<file path="src/rtl/traceback_control_if.sv">
// rtl/traceback_control_if.sv - start/backpointer-read/state-stream bundle for traceback_control
interface traceback_control_if #(
  parameter int POS_W   = 4,
  parameter int STATE_W = 3
);
  logic               start_Traceback_control;
  logic [STATE_W-1:0] final_state_in;
  logic               bp_rd_en_out;
  logic [POS_W-1:0]   bp_addr_pos_out;
  logic [STATE_W-1:0] bp_addr_state_out;
  logic [STATE_W-1:0] bp_data_in;
  logic [STATE_W-1:0] state_out;
  logic [POS_W-1:0]   state_pos_out;
  logic               state_valid_out;
  logic               state_ready_in;
  logic               busy_out;
  logic               done_out;
  logic               err_out;

  // traceback block side
  modport master (
    input  start_Traceback_control, final_state_in, bp_data_in, state_ready_in,
    output bp_rd_en_out, bp_addr_pos_out, bp_addr_state_out,
           state_out, state_pos_out, state_valid_out, busy_out, done_out, err_out
  );

  // RAM / consumer / sequencer side
  modport slave (
    output start_Traceback_control, final_state_in, bp_data_in, state_ready_in,
    input  bp_rd_en_out, bp_addr_pos_out, bp_addr_state_out,
           state_out, state_pos_out, state_valid_out, busy_out, done_out, err_out
  );
endinterface

</file>
<file path="src/rtl/traceback_control.sv">
// rtl/traceback_control.sv - survivor-memory traceback walker; optional TRACEBACK_RANGE_CHECK_EN state range check
module traceback_control #(
  parameter int NUM_POS    = 11,
  parameter int POS_W      = 4,
  parameter int NUM_STATES = 5,
  parameter int STATE_W    = 3
) (
  input  logic                 clk,
  input  logic                 reset_Traceback_control,
  traceback_control_if.master  bus
);

  typedef enum logic [1:0] {IDLE, EMIT, WAIT, DONE} fsm_t;

  fsm_t               st;
  logic [POS_W-1:0]   pos;
  logic [STATE_W-1:0] cur_state;
  logic               valid_q;
  logic               busy_q;
  logic               done_q;
  logic               rd;

`ifdef TRACEBACK_RANGE_CHECK_EN
  logic               err_q;

  function automatic logic out_of_range(input logic [STATE_W-1:0] v);
    return int'(v) >= NUM_STATES;
  endfunction
`endif

  // A read is issued only on the transfer cycle of a non-final position, so the
  // predecessor arrives exactly in the following WAIT cycle.
  assign rd = (st == EMIT) && bus.state_ready_in && (pos != '0);

  assign bus.bp_rd_en_out      = rd;
  assign bus.bp_addr_pos_out   = rd ? pos : '0;
  assign bus.bp_addr_state_out = rd ? cur_state : '0;
  assign bus.state_out         = cur_state;
  assign bus.state_pos_out     = pos;
  assign bus.state_valid_out   = valid_q;
  assign bus.busy_out          = busy_q;
  assign bus.done_out          = done_q;
`ifdef TRACEBACK_RANGE_CHECK_EN
  assign bus.err_out           = err_q;
`else
  assign bus.err_out           = 1'b0;
`endif

  // Traceback sequencer: state plus all registered outputs
  always_ff @(posedge clk or negedge reset_Traceback_control) begin
    if (!reset_Traceback_control) begin
      st        <= IDLE;
      pos       <= '0;
      cur_state <= '0;
      valid_q   <= 1'b0;
      busy_q    <= 1'b0;
      done_q    <= 1'b0;
`ifdef TRACEBACK_RANGE_CHECK_EN
      err_q     <= 1'b0;
`endif
    end else begin
      case (st)
        IDLE: begin
          done_q <= 1'b0;
          if (bus.start_Traceback_control) begin
            pos    <= POS_W'(NUM_POS - 1);
            busy_q <= 1'b1;
`ifdef TRACEBACK_RANGE_CHECK_EN
            err_q  <= 1'b0;
            if (out_of_range(bus.final_state_in)) begin
              err_q  <= 1'b1;
              done_q <= 1'b1;
              st     <= DONE;
            end else begin
              cur_state <= bus.final_state_in;
              valid_q   <= 1'b1;
              st        <= EMIT;
            end
`else
            cur_state <= bus.final_state_in;
            valid_q   <= 1'b1;
            st        <= EMIT;
`endif
          end
        end
        EMIT: begin
          if (bus.state_ready_in) begin
            valid_q <= 1'b0;
            if (pos == '0) begin
              done_q <= 1'b1;
              st     <= DONE;
            end else begin
              st <= WAIT;
            end
          end
        end
        WAIT: begin
`ifdef TRACEBACK_RANGE_CHECK_EN
          if (out_of_range(bus.bp_data_in)) begin
            err_q  <= 1'b1;
            done_q <= 1'b1;
            st     <= DONE;
          end else begin
            cur_state <= bus.bp_data_in;
            pos       <= pos - 1'b1;
            valid_q   <= 1'b1;
            st        <= EMIT;
          end
`else
          cur_state <= bus.bp_data_in;
          pos       <= pos - 1'b1;
          valid_q   <= 1'b1;
          st        <= EMIT;
`endif
        end
        DONE: begin
          done_q <= 1'b0;
          busy_q <= 1'b0;
          st     <= IDLE;
        end
        default: st <= IDLE;
      endcase
    end
  end

endmodule
</file>
<file path="src/flat_wrapper.sv">
// flat-port wrapper written by rule: the top's interface ports become plain ports
module traceback_control_flat 
#(
  parameter int NUM_POS    = 11,
  parameter int POS_W      = 4,
  parameter int NUM_STATES = 5,
  parameter int STATE_W    = 3
)
  (clk, reset_Traceback_control, bus_start_Traceback_control, bus_final_state_in, bus_bp_data_in, bus_state_ready_in, bus_bp_rd_en_out, bus_bp_addr_pos_out, bus_bp_addr_state_out, bus_state_out, bus_state_pos_out, bus_state_valid_out, bus_busy_out, bus_done_out, bus_err_out);
  traceback_control_if #(.POS_W(POS_W), .STATE_W(STATE_W)) bus_i ();
  input  logic clk;
  input  logic reset_Traceback_control;
  input wire logic [$bits(bus_i.start_Traceback_control)-1:0] bus_start_Traceback_control;
  input wire logic [$bits(bus_i.final_state_in)-1:0] bus_final_state_in;
  input wire logic [$bits(bus_i.bp_data_in)-1:0] bus_bp_data_in;
  input wire logic [$bits(bus_i.state_ready_in)-1:0] bus_state_ready_in;
  output wire logic [$bits(bus_i.bp_rd_en_out)-1:0] bus_bp_rd_en_out;
  output wire logic [$bits(bus_i.bp_addr_pos_out)-1:0] bus_bp_addr_pos_out;
  output wire logic [$bits(bus_i.bp_addr_state_out)-1:0] bus_bp_addr_state_out;
  output wire logic [$bits(bus_i.state_out)-1:0] bus_state_out;
  output wire logic [$bits(bus_i.state_pos_out)-1:0] bus_state_pos_out;
  output wire logic [$bits(bus_i.state_valid_out)-1:0] bus_state_valid_out;
  output wire logic [$bits(bus_i.busy_out)-1:0] bus_busy_out;
  output wire logic [$bits(bus_i.done_out)-1:0] bus_done_out;
  output wire logic [$bits(bus_i.err_out)-1:0] bus_err_out;
  assign bus_i.start_Traceback_control = bus_start_Traceback_control;
  assign bus_i.final_state_in = bus_final_state_in;
  assign bus_i.bp_data_in = bus_bp_data_in;
  assign bus_i.state_ready_in = bus_state_ready_in;
  assign bus_bp_rd_en_out = bus_i.bp_rd_en_out;
  assign bus_bp_addr_pos_out = bus_i.bp_addr_pos_out;
  assign bus_bp_addr_state_out = bus_i.bp_addr_state_out;
  assign bus_state_out = bus_i.state_out;
  assign bus_state_pos_out = bus_i.state_pos_out;
  assign bus_state_valid_out = bus_i.state_valid_out;
  assign bus_busy_out = bus_i.busy_out;
  assign bus_done_out = bus_i.done_out;
  assign bus_err_out = bus_i.err_out;
  traceback_control #(.NUM_POS(NUM_POS), .POS_W(POS_W), .NUM_STATES(NUM_STATES), .STATE_W(STATE_W)) u_core (.clk(clk), .reset_Traceback_control(reset_Traceback_control), .bus(bus_i));
endmodule
</file>
<file path="config.mk">
export PLATFORM = sky130hd
export DESIGN_NAME = traceback_control_flat
export DESIGN_NICKNAME = d
export VERILOG_FILES = /design/src/rtl/traceback_control_if.sv /design/src/rtl/traceback_control.sv /design/src/flat_wrapper.sv
export SDC_FILE = /design/constraint.sdc
export NUM_CORES = 1
export LEC_CHECK = 0
export BUFFER_PORTS_ARGS = -buffer_cell sky130_fd_sc_hd__buf_4
export CAP_MARGIN = 25
export CORE_MARGIN = 1
export CORE_UTILIZATION = 43
export CTS_BUF_LIST = sky130_fd_sc_hd__clkbuf_8 sky130_fd_sc_hd__clkbuf_16
export CTS_CLUSTER_SIZE = 10
export DETAILED_ROUTE_END_ITERATION = 10
export GPL_TIMING_DRIVEN = 0
export PLACE_DENSITY = 0.73
export SYNTH_ARGS = -nofsm -noshare
export SYNTH_HDL_FRONTEND = slang
export SYNTH_SLANG_ARGS = --single-unit
</file>
<file path="constraint.sdc">
create_clock -name clk -period 1.6 [get_ports clk]
set_clock_uncertainty 0.05 [all_clocks]
set_input_delay 0.32 -clock clk [delete_from_list [all_inputs] [get_ports clk]]
set_output_delay 0.32 -clock clk [all_outputs]
set_load 0.03 [all_outputs]
</file>
==> run metrics <==
status finished, violations left; failing checks setup timing; Max clock buf depth 2; Num CTS Buffers 3; drt wl/cell 14.93 µm; RSZ-0062 raised after global routing yes; Post-Route WL 2.344 mm; worst vdd ir 1.574 mV; hpwl dp 1.447 mm; Hold Crit Class primary input to flop; gr ovfl total 0; largest family of logic cells by synthesized area simple AND/OR/NAND/NOR gates; crit-path leading delay family flip-flops; DP Worst Slack -130.1 ps; total power 2978 µW; post-synthesis adder-cell area fraction 12.18%; Syn Nets 100; pwr dens 2179 nW/µm²; synthesis-to-layout area growth 66.21%; GPL Wtd Cong 0.7690; Hold Slack 259.8 ps; FF-to-FF setup slack -60 ps; DRC viols 0; die area 2091 µm²; most frequent cells after synthesis 12 x dfrtp_1, 8 x ha_1, 6 x nand2b_1; P_leak 0.0006443 µW; worst path required time 1230 ps; critical-path cell list inv_4 > ha_4 > nor3b_4 > buf_4 > nor3_2 > buf_4; clock tree root driver cell clkbuf_8; Compound-Gate Fraction of Synth Area 17.50%; die height 45.73 µm; starting DRC count in detailed routing 15; # diodes 0; synth warn 0; CTS tree built; Starting Density 46.60%; final net count 151; Setup Crit Path Kind flop to output port; Post-synth EDFFs 0; H-tree depth 1; initial antenna violation count 0; drt pass-1 iters 4; ys async rst share 100.0%; area share of the largest cell type after synthesis 36.53%; final worst setup slack -296.8 ps; Synth cell types 30; Cells after Synth 82; Final Setup Violations 8; setup tns final -1546 ps; final core utilization 77.45%; maximum fanout along the worst path 3; final-report hold violation count 0; Clk Latency, worst-skew pair 240 ps; Synth Flop Type dfrtp_1; CP peak stage delay 420 ps; CTS clk-pin slew, worst paths 50 ps; first-pass GRT wire length 3.588 mm; multiplexer share of the synthesized area 2.740%; Synth Area in Simple Gates 24.20%; critical path capture point type output port; number of global-route vias before repair 781; slowest CP cell dfrtp_2; Seq/Total Area, Yosys 36.53%; layout cells sized above 1 59.85%; fin crit share 118.5%; max-cap violations 0; Max Freq 0.5272 GHz; via count 842; clock sinks 12; Core Box Area 1764 µm²; Port Buffer Count 27; Final Slew Violations 0; count leader, synth dfrtp_1; crit path DAT 1530 ps; area leader, netlist dfrtp_1; syn_area_per_cell 10.02 µm²; die width 45.73 µm; fin crit period 1897 ps; buffers plus inverters on the worst setup path 3; antenna-violating nets left 0; synthesized cell area 822.0 µm²; xor/xnor share of the synthesized area 0%; Via density 5.363; io pins 29; Worst setup SP type flop; Row Count 15; ranking of synthesized cells by area dfrtp_1 37%, ha_1 12%, a221o_1 4.9%, nand2b_1 4.6%, a21oi_1 3.0%; largest net degree at the start of global routing 13; Yosys reg bits 12; GR Util All Layers 24.69%; cell mode on critical path buf_4
stage by stage:
stage          cell area, µm²  instances
5_1_grt                  1366        157
4_1_cts                  1291        152
3_3_place_gp             1124        134
2_1_floorplan           889.6         82
3_5_place_dp             1124        134
6_report                 1366        157
per-layer routing:
| layer | up-vias | track usage [%] | routed length (µm) |
|---|---|---|---|
| met5 | - | 0 | 0 |
| met1 | 414 | 28.71 | 942 |
| met4 | 0 | 3.529 | 36 |
| li1 | 396 | - | - |
| met3 | 8 | 7.143 | 96 |
| met2 | 24 | 45.43 | 1269 |
layout by cell type, fill, tap and decap left out, types with 2 or more instances in the layout:
cell,synthesis,routed
buf_4,1,41
dfrtp_1,12,9
buf_6,2,8
nand2b_1,6,6
and2_4,0,4
nand3_1,4,4
a21oi_1,5,4
a221o_1,4,4
o21ai_0,4,4
ha_1,8,4
inv_4,0,3
nor3_2,1,3
o31ai_1,3,3
ha_4,0,3
clkbuf_8,0,3
dfrtp_2,0,3
and3_1,2,2
mux2_2,2,2
inv_1,5,2
report_power, final:
part           switching, µW  internal, µW
clock                    106           169
sequential               166           462
combinational           1050          1020
total                   1320          1650
sequential cells by signal, summed over array words and instances (netlist names):
name,count
u_core.bus.state_pos_out,4
u_core.st,2
u_core.bus.state_out,3
u_core.bus.busy_out,1
u_core.bus.state_valid_out,1
u_core.bus.done_out,1
path summary, 6_finish.rpt:
path	start	endpoint	cells past startpoint
max	u_core.bus.state_pos_out[1]$_DFFE_PN0P_	bus_bp_addr_pos_out[0]	6
max in group asynchronous	reset_Traceback_control	u_core.st[0]$_DFFE_PN0P_	2
min	bus_bp_data_in[1]	u_core.bus.state_out[1]$_DFFE_PN0P_	2
min in group asynchronous	reset_Traceback_control	u_core.bus.state_pos_out[3]$_DFFE_PN0P_	2
max reg2reg	u_core.bus.state_pos_out[1]$_DFFE_PN0P_	u_core.st[0]$_DFFE_PN0P_	7
min reg2reg	u_core.bus.done_out$_DFFE_PN0P_	u_core.bus.done_out$_DFFE_PN0P_	1
logic make-up (layout without fill, tap and decap cells):
kind of cell             after synthesis  after routing
buffers and inverters                  9             59
multiplexers                           2              2
other                                  1              1
flip-flops                            12             12
AND/OR/NAND/NOR                       30             30
AO/OA/AOI/OAI                         20             20
adder cells (fa/ha/maj)                8              8
repair_timing:
item | 4_1_cts | 5_1_grt
buffers inserted | 13 | 6
endpoints found under the hold margin | 12 | 0
gates resized for setup | 6 | 11
pin swaps | 8 | 3
hold buffers | 1 | 0
endpoints found under the setup margin | 20 | 15
cloned | 1 | 0
layout make-up:
cell class,count,area (µm²)
multi-input combinational,61,551.8
fill,141,397.9
timing repair buffer,48,389.1
sequential,12,304.0
clock buffer,3,41.29
tap,25,31.28
inverter,5,26.28
buffer,2,18.77
clock inverter,1,3.754
No activity file was read; power rests on OpenSTA's default activity.
